===== config.mk =====
export PLATFORM = sky130hd
export DESIGN_NAME = multicycle_ctrl
export DESIGN_NICKNAME = d
export VERILOG_FILES = /design/src/rtl/multicycle_ctrl.sv
export SDC_FILE = /design/constraint.sdc
export NUM_CORES = 1
export LEC_CHECK = 0
export ABC_CLOCK_PERIOD_IN_PS = 3050
export BUFFER_PORTS_ARGS = -buffer_cell sky130_fd_sc_hd__clkbuf_2
export CORE_UTILIZATION = 51
export DETAILED_ROUTE_END_ITERATION = 10
export PLACE_DENSITY = 0.84
export SLEW_MARGIN = 40
export SYNTH_ARGS = -nofsm -noshare
export SYNTH_HDL_FRONTEND = slang
export SYNTH_SLANG_ARGS = --single-unit
export TNS_END_PERCENT = 100

===== constraint.sdc =====
create_clock -name clk -period 3.05 [get_ports clk]
set_input_delay 0.4575 -clock clk [delete_from_list [all_inputs] [get_ports clk]]
set_output_delay 0.4575 -clock clk [all_outputs]
set_load 0.05 [all_outputs]

===== src/rtl/multicycle_ctrl.sv =====
// multicycle_ctrl: main control FSM sequencing fetch/decode/execute/memory/writeback
module multicycle_ctrl #(
  parameter int CNT_W = 16
) (
  input  logic             clk,
  input  logic             reset,
  input  logic [3:0]       op,
  input  logic [1:0]       cz,
  input  logic             carry,
  input  logic             zero,
  input  logic             alu_zero,
  input  logic             mem_ready,
  output logic             iord,
  output logic             irwrite,
  output logic             pcwrite,
  output logic             memwrite,
  output logic             regwrite,
  output logic             flagwrite,
  output logic             alusrca,
  output logic [1:0]       alusrcb,
  output logic [1:0]       aluop,
  output logic [1:0]       pcsrc,
  output logic [1:0]       regdst,
  output logic [1:0]       memtoreg,
  output logic             illegal,
  output logic [CNT_W-1:0] retired
);
  typedef enum logic [3:0] {
    S_FETCH, S_DECODE, S_RTEXEC, S_RTWB, S_ADIEXEC, S_ADIWB,
    S_MEMADR, S_MEMRD, S_MEMWB, S_MEMWR, S_BEQ, S_JAL
  } state_t;
  state_t r_state, w_next;
  logic [CNT_W-1:0] r_retired;
  logic w_retire, w_cond, w_take;
  assign w_cond = (cz == 2'b10) || (cz == 2'b01);
  assign w_take = (cz == 2'b10) ? carry : zero;
  assign retired = r_retired;
  always_comb begin
    {iord, irwrite, pcwrite, memwrite, regwrite, flagwrite, alusrca} = '0;
    {alusrcb, aluop, pcsrc, regdst, memtoreg} = '0;
    illegal = 1'b0;
    w_retire = 1'b0;
    w_next = S_FETCH;
    case (r_state)
      S_FETCH: begin
        alusrcb = 2'b01;
        irwrite = mem_ready;
        pcwrite = mem_ready;
        w_next = mem_ready ? S_DECODE : S_FETCH;
      end
      S_DECODE: begin
        alusrcb = 2'b11;
        case (op)
          4'b0000: begin
            illegal = !w_cond;
            w_retire = w_cond && !w_take;
            w_next = (w_cond && w_take) ? S_RTEXEC : S_FETCH;
          end
          4'b0001: w_next = S_ADIEXEC;
          4'b0100, 4'b0101: w_next = S_MEMADR;
          4'b1100: w_next = S_BEQ;
          4'b1000: w_next = S_JAL;
          default: illegal = 1'b1;
        endcase
      end
      S_RTEXEC: begin
        alusrca = 1'b1;
        aluop = 2'b10;
        w_next = S_RTWB;
      end
      S_RTWB: begin
        regwrite = 1'b1;
        flagwrite = 1'b1;
        w_retire = 1'b1;
      end
      S_ADIEXEC: begin
        alusrca = 1'b1;
        alusrcb = 2'b10;
        w_next = S_ADIWB;
      end
      S_ADIWB: begin
        regdst = 2'b01;
        regwrite = 1'b1;
        flagwrite = 1'b1;
        w_retire = 1'b1;
      end
      S_MEMADR: begin
        alusrca = 1'b1;
        alusrcb = 2'b10;
        w_next = (op == 4'b0101) ? S_MEMWR : S_MEMRD;
      end
      S_MEMRD: begin
        iord = 1'b1;
        w_next = mem_ready ? S_MEMWB : S_MEMRD;
      end
      S_MEMWB: begin
        iord = 1'b1;
        regdst = 2'b10;
        memtoreg = 2'b01;
        regwrite = 1'b1;
        w_retire = 1'b1;
      end
      S_MEMWR: begin
        iord = 1'b1;
        memwrite = 1'b1;
        w_retire = mem_ready;
        w_next = mem_ready ? S_FETCH : S_MEMWR;
      end
      S_BEQ: begin
        alusrca = 1'b1;
        aluop = 2'b01;
        pcwrite = alu_zero;
        w_retire = 1'b1;
      end
      S_JAL: begin
        regdst = 2'b10;
        memtoreg = 2'b10;
        regwrite = 1'b1;
        pcsrc = 2'b01;
        pcwrite = 1'b1;
        w_retire = 1'b1;
      end
      default: w_next = S_FETCH;
    endcase
    // Reset overrides the decode so an aborted instruction writes nothing
    if (!reset) begin
      {iord, irwrite, pcwrite, memwrite, regwrite, flagwrite, alusrca, illegal} = '0;
      {alusrcb, aluop, pcsrc, regdst, memtoreg} = '0;
    end
  end
  always_ff @(posedge clk) begin
    if (!reset) begin
      r_state <= S_FETCH;
      r_retired <= '0;
    end else begin
      r_state <= w_next;
      if (w_retire) r_retired <= r_retired + CNT_W'(1);
    end
  end
endmodule


==> run metrics <==
status=finished with violations; violated checks=design-rule violations; Post-CTS Hold Buffers=0; Setup TNS=0 ns; H-tree depth=1; I/O pin count=46; fin util=63.8%; Worst-Margin Slew=0.605 ns; Synth Net Count=209; Total GRT Usage=between 20% and 30%; VDD IR max=0.000210 V; worst r2r src=r_state[1]$_SDFF_PN0_; Setup crit end kind=output port; detailed placer's ending HPWL=~2.5 mm; Clock Pin Slew Worst Setup and Hold Paths=0.11 ns; Post-synth ARST share=0%; share of power burned in registers=45.2%; worst min-delay path class=reg2reg; initial drt markers=around 90; Nets=approximately 250; vias=1536; Comb pwr share=17.9%; worst-skew pair later-pin latency=0.31 ns; cts bufs inserted=3; antenna violations before repair=0; clock share of power=36.9%; dpl ws=0.610 ns; largest cells by area after synthesis=dfxtp_1 (26%), mux2i_1 (9.7%), nand2b_1 (7.7%); unrepaired setup endpoints after global routing=false; die area=3260 µm²; share of the synthesized area in the top cell type=25.8%; # resized after CTS=0; Die H=between 50 and 60 µm; Seq cells post-synth=20; clock skew=approximately 0.0076 ns; f_max=0.394 GHz; Power, Total=roughly 0.60 mW; Final period util=83.3%; power per cell area=around 330 nW/µm²; worst setup margin=0.509 ns; hold path start=retired[15]$_SDFFE_PN0P_; Pint=around 0.43 mW; Detailed Route WL=roughly 3.5 mm; share of cells above drive strength 1=26.1%; WHS=0.483 ns; clock root buffer=clkbuf_4; P_sw=0.166 mW; final setup vio count=0; synthesized area=1550 µm²; Max Cap Viol=0; Lkg Pwr=0.690 nW; min cycle time layout=~2.5 ns; total number of yosys warnings=0; CP arrival=2.08 ns; Core ar.=between 2000 and 3000 µm²; Crit Path Class=reg2out; DR pass1 iterations=8; Synth area leader=dfxtp_1; Post-DRT Antenna Nets=0; Mapped Cells=just under 200; area post-placement=1740 µm²; # diodes=0; # rows=19; Slew HR=59.6%; WL/cell=13.2 µm; Initial Util=55.2%; Die X=57.1 µm; clk buf depth=2; post-synthesis sequential area ratio=approximately 26%; CTS tree=yes; Fillers=272; fin cells=261; Critical Path Fanout Max=15; Distinct cells, synth=44; postcts setup bufs=0; crit start category=register; Port Buffers=44; largest net degree at the start of global routing=31; sw frac=between 20% and 30%; Worst setup startpoint=r_state[2]$_SDFF_PN0_; first-pass GRT wire length=5.65 mm; Slew Limit Fails=0; RD Place Congestion=0.869; Post-synth EDFFs=0; GRT overflow=0; vias in the first global route=1241; fin area=1790 µm²; clock sinks=20; synthesis-to-finish area growth=15.5%; ys flop type=dfxtp_1; number of remaining DRC errors=8; DP Cell Count=257; syn_area_per_cell=7.94 µm²; CP required=2.59 ns; Hold Vio Cnt, Final=0; DR vias/cell=5.89
==> cell families after synthesis <==
group / synth area share [%]
DFF: 25.8
other: 0.242
adders and majority gates: 1.62
muxes: 10.4
xor gates and xnor gates: 0.566
and+or+nand+nor: 34.7
buffers and inverters: 6.62
AOI/OAI and AO/OA: 20.0
==> cells in the mapped netlist (3+ instances only) <==
| library cell | number |
|---|---|
| nand3_1 | 7 |
| mux2i_1 | 15 |
| nand2_1 | 26 |
| dfxtp_1 | 20 |
| a211oi_1 | 4 |
| nor3_1 | 8 |
| clkbuf_1 | 9 |
| inv_1 | 4 |
| nor2_1 | 14 |
| nand4_1 | 4 |
| buf_6 | 3 |
| a21oi_1 | 10 |
| nor2b_1 | 3 |
| nand2b_1 | 19 |
| a211oi_2 | 3 |
| and4_1 | 3 |
| o21ai_0 | 4 |
==> per-layer routing <==
layer | part of all wire [%] | global-route usage (%)
met2 | 46 | 36.0
met4 | 1.4 | 8.36
met3 | 4.2 | 1.36
met5 | 0 | 0
met1 | 48 | 29.8
==> critical path, stage by stage (launching register included) <==
cell,delay (ns)
dfxtp_1,0.63
nand2b_1,0.27
or2_2,0.18
nor3_1,0.06
or3_1,0.38
clkbuf_2,0.24
==> layout make-up <==
type / instances / area (µm²) / area share, %
clock buffer: 3 / 22.5 / 1.26
sequential: 20 / 400 / 22.4
tap: 31 / 38.8 / 2.17
multi-input combinational: 156 / 1050 / 58.5
clock inverter: 1 / 30.0 / 1.68
timing repair buffer: 46 / 235 / 13.1
inverter: 4 / 15.0 / 0.839
==> sequential cells by signal, indices dropped and copies added (netlist names) <==
| name | count |
|---|---|
| r_state | 4 |
| retired | 16 |
==> power groups by stage <==
stage	clock, mW	sequential [mW]	combinational (mW)
2_1_floorplan	0	0.274	0.0830
3_3_place_gp	0	0.276	0.104
3_5_place_dp	0	0.276	0.107
4_1_cts	0.223	0.270	0.107
5_1_grt	0.238	0.271	0.117
6_report	0.221	0.270	0.107
==> placed cells by master (no fill, tap or decap), types with 2 or more instances in the layout <==
| master | count |
|---|---|
| a21boi_0 | 2 |
| ha_1 | 2 |
| nand4_1 | 4 |
| a21o_1 | 2 |
| clkbuf_4 | 3 |
| or4_1 | 2 |
| a21oi_1 | 10 |
| nor2b_1 | 3 |
| nor3_1 | 8 |
| and4_1 | 3 |
| buf_4 | 2 |
| nor2_1 | 14 |
| or3_1 | 2 |
| nand4bb_1 | 2 |
| or4b_4 | 2 |
| nor4b_1 | 2 |
| a2111oi_4 | 2 |
| o21ai_0 | 4 |
| a211oi_2 | 3 |
| a211oi_1 | 4 |
| dfxtp_1 | 20 |
| clkbuf_2 | 44 |
| mux2i_1 | 15 |
| nand3_1 | 7 |
| or2_2 | 2 |
| nand2b_1 | 19 |
| o211ai_1 | 2 |
| inv_1 | 4 |
| nand2_1 | 26 |
==> path summary, 6_finish.rpt <==
kind	end	slack (ns)	depth (start not counted)
worst max-delay path	regwrite	0.51	5
worst min-delay path	retired[15]$_SDFFE_PN0P_	0.48	2
worst max register to register	retired[15]$_SDFFE_PN0P_	0.60	4
worst min register to register	retired[15]$_SDFFE_PN0P_	0.48	2
No activity file was read; power rests on OpenSTA's default activity.
